`src/rtl/pll_cfg_reg_bank.sv`:
```
// PLL configuration register bank: host-side register file plus a programming FSM
// that snapshots one word and shifts it MSB-first to the PLL over sclk/sdata/sload.
module pll_cfg_reg_bank #(
   parameter int DATA_W   = 43,
   parameter int NUM_REGS = 4,
   parameter int ADDR_W   = 2,
   parameter int CLK_DIV  = 4
) (
   input  logic              clk,
   input  logic              rst,
   input  logic              wr_en,
   input  logic [ADDR_W-1:0] wr_addr,
   input  logic [DATA_W-1:0] wr_data,
   input  logic              rd_en,
   input  logic [ADDR_W-1:0] rd_addr,
   output logic [DATA_W-1:0] rd_data,
   output logic              rd_valid,
   input  logic              prog_start,
   input  logic [ADDR_W-1:0] prog_addr,
   output logic              prog_busy,
   output logic              prog_done,
   output logic              pll_sclk,
   output logic              pll_sdata,
   output logic              pll_sload
);

   localparam int DIV_W = $clog2(CLK_DIV + 1);
   localparam int BIT_W = $clog2(DATA_W + 1);
   localparam logic [DIV_W-1:0] DIV_LAST = DIV_W'(CLK_DIV - 1);
   localparam logic [BIT_W-1:0] BIT_LAST = BIT_W'(DATA_W - 1);

   localparam logic [1:0] IDLE  = 2'd0;
   localparam logic [1:0] SHIFT = 2'd1;
   localparam logic [1:0] LATCH = 2'd2;
   localparam logic [1:0] DONE  = 2'd3;

   logic [DATA_W-1:0] regs [NUM_REGS];
   logic [DATA_W-1:0] shift_reg;
   logic [DIV_W-1:0]  div_cnt;
   logic [BIT_W-1:0]  bit_cnt;
   logic [1:0]        state;

   // Addresses beyond NUM_REGS decode to no word and read back as zero.
   function automatic logic [DATA_W-1:0] word_at(input logic [ADDR_W-1:0] a);
      word_at = '0;
      for (int i = 0; i < NUM_REGS; i++) begin
         if (a == ADDR_W'(i)) begin
            word_at = regs[i];
         end
      end
   endfunction

   always_ff @(posedge clk) begin
      if (rst) begin
         for (int i = 0; i < NUM_REGS; i++) begin
            regs[i] <= '0;
         end
         rd_data  <= '0;
         rd_valid <= 1'b0;
      end else begin
         for (int i = 0; i < NUM_REGS; i++) begin
            if (wr_en && wr_addr == ADDR_W'(i)) begin
               regs[i] <= wr_data;
            end
         end
         rd_valid <= rd_en;
         if (rd_en) begin
            rd_data <= word_at(rd_addr);
         end
      end
   end

   // Each bit period is CLK_DIV low cycles then CLK_DIV high cycles; sdata
   // only changes on the edge that starts a low phase.
   always_ff @(posedge clk) begin
      if (rst) begin
         state     <= IDLE;
         shift_reg <= '0;
         div_cnt   <= '0;
         bit_cnt   <= '0;
         prog_busy <= 1'b0;
         prog_done <= 1'b0;
         pll_sclk  <= 1'b0;
         pll_sdata <= 1'b0;
         pll_sload <= 1'b0;
      end else begin
         case (state)
            IDLE: begin
               prog_done <= 1'b0;
               if (prog_start) begin
                  shift_reg <= word_at(prog_addr);
                  pll_sdata <= word_at(prog_addr) >> (DATA_W - 1) != '0;
                  pll_sclk  <= 1'b0;
                  div_cnt   <= '0;
                  bit_cnt   <= '0;
                  prog_busy <= 1'b1;
                  state     <= SHIFT;
               end
            end
            SHIFT: begin
               if (div_cnt == DIV_LAST) begin
                  div_cnt <= '0;
                  if (!pll_sclk) begin
                     pll_sclk <= 1'b1;
                  end else if (bit_cnt == BIT_LAST) begin
                     pll_sclk  <= 1'b0;
                     pll_sdata <= 1'b0;
                     pll_sload <= 1'b1;
                     state     <= LATCH;
                  end else begin
                     pll_sclk  <= 1'b0;
                     pll_sdata <= shift_reg[DATA_W-2];
                     shift_reg <= {shift_reg[DATA_W-2:0], 1'b0};
                     bit_cnt   <= bit_cnt + 1'b1;
                  end
               end else begin
                  div_cnt <= div_cnt + 1'b1;
               end
            end
            LATCH: begin
               if (div_cnt == DIV_LAST) begin
                  div_cnt   <= '0;
                  pll_sload <= 1'b0;
                  prog_busy <= 1'b0;
                  prog_done <= 1'b1;
                  state     <= DONE;
               end else begin
                  div_cnt <= div_cnt + 1'b1;
               end
            end
            default: begin
               prog_done <= 1'b0;
               state     <= IDLE;
            end
         endcase
      end
   end

endmodule

```
`config.mk`:
```
export PLATFORM = sky130hd
export DESIGN_NAME = pll_cfg_reg_bank
export DESIGN_NICKNAME = d
export VERILOG_FILES = /design/src/rtl/pll_cfg_reg_bank.sv
export SDC_FILE = /design/constraint.sdc
export NUM_CORES = 1
export LEC_CHECK = 0
export ABC_AREA = 0
export CAP_MARGIN = 10
export CORE_MARGIN = 1.5
export CORE_UTILIZATION = 40
export CTS_BUF_LIST = sky130_fd_sc_hd__clkbuf_16
export DETAILED_ROUTE_END_ITERATION = 8
export GPL_TIMING_DRIVEN = 0
export MAX_ROUTING_LAYER = met4
export PLACE_DENSITY = 0.66
export SYNTH_ARGS = -nofsm -noshare
export SYNTH_HDL_FRONTEND = slang
export SYNTH_SLANG_ARGS = --single-unit
```
`constraint.sdc`:
```
create_clock -name clk -period 8 [get_ports clk]
set_clock_uncertainty 0.05 [all_clocks]
set_input_delay 1.6 -clock clk [delete_from_list [all_inputs] [get_ports clk]]
set_output_delay 1.6 -clock clk [all_outputs]
set_load 0.005 [all_outputs]
```
==> impl_metrics.yaml, run 1 <==
worst_setup_path:
  critical_path_peak_fanout: 22
  start_kind: "input pin"
  crit_required_ns: 8.24
  cp_slowest_cell: "nand2_2"
  crit_arrival_ns: 3.87
  crit_path_cell_trace: "clkbuf_1, inv_2, clkbuf_1, clkbuf_1, nand2_2, buf_12"
  path_class: "input pin to flop"
  crit_top_cell: "clkbuf_1"
  critPathMaxStageDelay_ns: 0.57
  cp-end-kind: "flop"
detailed_routing:
  wl_per_cell_um: 21.0
  ant_nets: 0
  drc: 0
  via_per_inst: 5.35
  drt_iter0_markers: 566
  finalWirelength_um: 30900
  vias: 7884
  firstDrtPassIters: 5
clock_tree:
  cts_hold_buf: 0
  post_cts_resized: 0
  cts.clk_slew.worst_paths_ns: 0.06
  cts_max_path_buffers: 3
  cts_setup_buffers: 0
  cts-buffers-inserted: 30
  clock_latency_ns: 0.56
  htreeDepth: 1
  cts_tree: "yes"
  cts_root_buffer: "clkbuf_16"
  clock-sinks: 274
grt:
  first_global_vias: 8180
  grt_max_degree: 44
  grt_pass1_wl_um: 47700
  grt_usage_pct: 19.5
  antenna_found_initial: 2
  grt_overflow: 0
sta:
  hold_ws_ns: 0.442
  setup_violations: 0
  relSlewSlack_pct: 38.8
  fin_crit_sh_pct: 45.3
  fmax_ghz: 0.276
  hold_viol_final: 0
  rsz0062_at_grt: "no"
  tightest_slew_ns: 0.911
  fin_setup_tns_ns: 0
  min_period_ns: 3.63
  drv_slew: 0
  setup_ws_ns: 4.37
finish:
  final_nets: 1106
  multi_input_area_sq_mm: 0.00524
  drive_gt1_share_pct: 16.7
  regArea_sq_mm: 0.00721
  final_cells: 1473
  final_common_cell: "and2_1"
  fillers: 2731
  final_cell_mix: "and2_1 (174), edfxtp_1 (172), dfxtp_1 (102)"
  utilization_pct: 48.4
  design_area_sq_mm: 0.0153
  largest_register_ffs: 172
  syn_to_final_growth_pct: 19.2
floorplan:
  start_util_pct: 40.6
  coreArea_sq_mm: 0.0316
  die_x_um: 182
  die_y_um: 182
  row_count: 65
  die_area_sq_mm: 0.0331
  io_pins: 103
power:
  power_mw: 3.94
  pwr_density_cell_mw_per_mm2: 258
  irDropWorstVdd_v: 0.000161
  p_leak_nw: 5.55
synth:
  ys_ff_latch: 274
  synth.area.top_cells: "edfxtp_1 (40%), dfxtp_1 (16%), mux4_2 (15%), and2_1 (8.5%), mux2i_1 (6.7%)"
  ys_warn_count: 0
  syn_nets: 977
  syn_inst: 916
  ys_seq_area_share_pct: 56.3
  syn-cell-area_sq_mm: 0.0128
  synth_top_area_cell: "edfxtp_1"
  synth_edf_count: 172
  synth.distinct_cells: 50
  synth_area_per_cell_sq_um: 14.0
  ys_async_sr_fraction_pct: 0
  synth_top_area_share_pct: 40.3
  ys.flop_type: "edfxtp_1"
place:
  place_inst: 1415
  placed_area_sq_mm: 0.0143
  buffer_ports.inserted: 96
  gp_congestion: 0.793
  dpl_worst_slack_ns: 3.83
  place_hpwl_um: 20300
worst_hold_path:
  hp-class: "flop to flop"
job:
  drv_cap: 0
status:
  status: "completed"
[where the power goes]
part | switching (mW) | total [mW] | internal, mW
Clock | 0.565 | 1.33 | 0.762
Combinational | 0.449 | 0.831 | 0.382
Sequential | 0.0943 | 1.79 | 1.69
[cell usage after synthesis, drive strengths merged (7+ instances only)]
| library cell | instances |
|---|---|
| o31ai | 41 |
| nor2 | 48 |
| buf | 28 |
| nand2 | 10 |
| ha | 7 |
| nand3 | 7 |
| clkbuf | 45 |
| dfxtp | 102 |
| nor3 | 10 |
| inv | 11 |
| mux4 | 86 |
| a21oi | 48 |
| and2 | 175 |
| mux2i | 87 |
| edfxtp | 172 |
[cell type report]
cell class              count  share of cell area, %
inverters                  11                  0.271
plain buffers              73                   2.26
well taps                 402                   3.30
clock buffers              31                   5.08
diodes                      2                 0.0328
flip-flops and latches    274                   47.2
repair buffers             97                   6.43
multi-input cells         558                   34.3
clock inverters            25                   1.10
[worst paths after layout]
| path | from | end | slack, ns | cells past startpoint |
|---|---|---|---|---|
| worst max-delay path | rst | regs[3][31]$_SDFFCE_PN0P_ | 4.37 | 6 |
| worst min-delay path | rd_data[28]$_SDFFE_PP0P_ | rd_data[28]$_SDFFE_PP0P_ | 0.44 | 2 |
| worst max register to register | state[1]$_SDFFE_PP0P_ | pll_sdata$_SDFFE_PP0P_ | 5.75 | 9 |
| worst min register to register | rd_data[28]$_SDFFE_PP0P_ | rd_data[28]$_SDFFE_PP0P_ | 0.44 | 2 |
[kinds of logic (layout without fill, tap and decap cells)]
family                     count (synthesis)  after routing  synth area share, %
AOI/OAI and AO/OA                        113            113                 5.96
buffers and inverters                     84            237                 3.02
other                                      0              2                    0
muxes                                    173            173                 22.0
xor gates and xnor gates                   3              3                0.205
adders and majority gates                  7              7                0.684
and+or+nand+nor                          262            262                 11.8
DFF                                      274            274                 56.3
[critical path: cells and delay by family]
kind          cells  cell delay [ns]
buf+inv           5             1.67
simple gates      1             0.57
[per-layer routing]
layer | GRT usage [%] | wire (um) | up-vias
met2 | 32.5 | 15000 | 182
met1 | 25.3 | 13700 | 3933
li1 | - | - | 3717
met3 | 2.83 | 1360 | 52
met4 | 4.50 | 728 | 0
met5 | - | 0 | -
Note: power is estimated with default switching activity, not from simulation.
==> run 2: changes to the inputs <==
Clock period 8 ns to 3.4 ns, I/O delays scaled along.
==> results of run 2 <==
The final DEF is identical to that of run 1. Status: completed.
Main changes from that run: setup slack after placement 3.83 ns -> 0.153 ns; setup slack after layout 4.37 ns -> 0.693 ns; register-to-register setup slack 5.75 ns -> 1.15 ns; total power 3.94 mW -> 9.28 mW; worst IR drop on VDD 0.000161 V -> 0.000379 V
==> run 3: changes to the inputs <==
Clock period 3.4 ns to 2.56 ns, I/O delays scaled along.
==> impl_metrics.yaml, run 3 (synthesis results as in run 1) <==
status:
  status: "completed"
sta:
  fmax_ghz: 0.417
  drv_slew: 0
  fin_crit_sh_pct: 93.7
  setup_violations: 0
  tightest_slew_ns: 0.898
  min_period_ns: 2.40
  fin_setup_tns_ns: 0
  relSlewSlack_pct: 39.7
  hold_viol_final: 0
  rsz0062_at_grt: "no"
finish:
  drive_gt1_share_pct: 16.8
  final_common_cell: "and2_1"
  regArea_sq_mm: 0.00721
  utilization_pct: 48.9
  fillers: 2739
  multi_input_area_sq_mm: 0.00524
  final_nets: 1106
  largest_register_ffs: 172
  final_cell_mix: "and2_1 (174), edfxtp_1 (172), dfxtp_1 (102)"
  design_area_sq_mm: 0.0154
  syn_to_final_growth_pct: 20.4
detailed_routing:
  firstDrtPassIters: 5
  finalWirelength_um: 31100
  via_per_inst: 5.35
  drc: 0
  vias: 7875
  drt_iter0_markers: 566
  wl_per_cell_um: 21.1
  ant_nets: 0
floorplan:
  die_area_sq_mm: 0.0331
  coreArea_sq_mm: 0.0316
  start_util_pct: 40.6
  die_x_um: 182
  io_pins: 103
  row_count: 65
  die_y_um: 182
worst_setup_path:
  rrSetupSlack_ns: 0.32
  crit_arrival_ns: 2.65
  crit_required_ns: 2.81
  path_class: "input pin to flop"
  start_kind: "input pin"
  critical_path_peak_fanout: 23
  cp-end-kind: "flop"
worst_hold_path:
  hp-class: "flop to flop"
power:
  power_mw: 13.0
  pwr_density_cell_mw_per_mm2: 842
  p_leak_nw: 5.60
  irDropWorstVdd_v: 0.000444
clock_tree:
  clock-sinks: 274
  cts_hold_buf: 0
  htreeDepth: 1
  cts_max_path_buffers: 3
  cts_root_buffer: "clkbuf_16"
  cts-buffers-inserted: 30
  clock_latency_ns: 0.55
  cts_tree: "yes"
  cts.clk_slew.worst_paths_ns: 0.06
  post_cts_resized: 1
  cts_setup_buffers: 0
grt:
  grt_overflow: 0
  grt_max_degree: 44
  grt_pass1_wl_um: 47700
  antenna_found_initial: 1
  grt_usage_pct: 19.5
  first_global_vias: 8133
place:
  buffer_ports.inserted: 96
  place_hpwl_um: 20100
  gp_congestion: 0.792
  placed_area_sq_mm: 0.0143
job:
  drv_cap: 0
## run 3: cell count changes in the layout (fill, tap and decap cells not counted), sizes merged
cell	change
bufinv	+6
clkinvlp	-1
diode	-1
inv	-5
## run 3: routing by layer
| metal | GRT usage, % | up-vias | wire length [um] |
|---|---|---|---|
| met2 | 32.7 | 182 | 15500 |
| met3 | 2.91 | 47 | 1430 |
| met5 | - | - | 0 |
| li1 | - | 3708 | - |
| met4 | 4.00 | 0 | 585 |
| met1 | 25.3 | 3938 | 13600 |
## run 3: final cells by class
| class | instances | share of cell area [%] |
|---|---|---|
| flip-flops and latches | 274 | 46.8 |
| multi-input cells | 558 | 34.0 |
| repair buffers | 97 | 6.36 |
| clock buffers | 31 | 5.03 |
| well taps | 402 | 3.26 |
| plain buffers | 73 | 2.24 |
| clock inverters | 25 | 2.06 |
| inverters | 11 | 0.268 |
| diodes | 1 | 0.0162 |
## run 3: critical path, stage by stage
cell      delay [ns]
clkbuf_1        0.30
inv_2           0.15
clkbuf_1        0.42
clkbuf_1        0.50
nand2_4         0.42
buf_12          0.31
## run 3: worst paths after layout
path                             start                         end  cells after the start
min          shift_reg[0]$_SDFFE_PP0P_   shift_reg[0]$_SDFFE_PP0P_                      2
max                                rst   regs[3][32]$_SDFFCE_PN0P_                      6
max reg2reg      state[1]$_SDFFE_PP0P_  shift_reg[21]$_SDFFE_PP0P_                      8
min reg2reg  shift_reg[0]$_SDFFE_PP0P_   shift_reg[0]$_SDFFE_PP0P_                      2
## run 3: metrics by stage
stage                     hold WS, ns  setup WS [ns]  std cells
after global placement          0.421         -0.945       1414
after CTS                       0.436          0.108       1471
final                           0.434          0.161       1472
after floorplan                 0.398          0.286        916
after detailed placement        0.419         -0.688       1415
after global routing            0.468         0.0180       1472
## run 3: power by group
part / total, mW / switching (mW) / internal (mW)
registers: 5.58 / 0.294 / 5.28
clock network: 4.80 / 1.81 / 2.99
logic: 2.59 / 1.40 / 1.19
total: 13.0 / 3.51 / 9.47
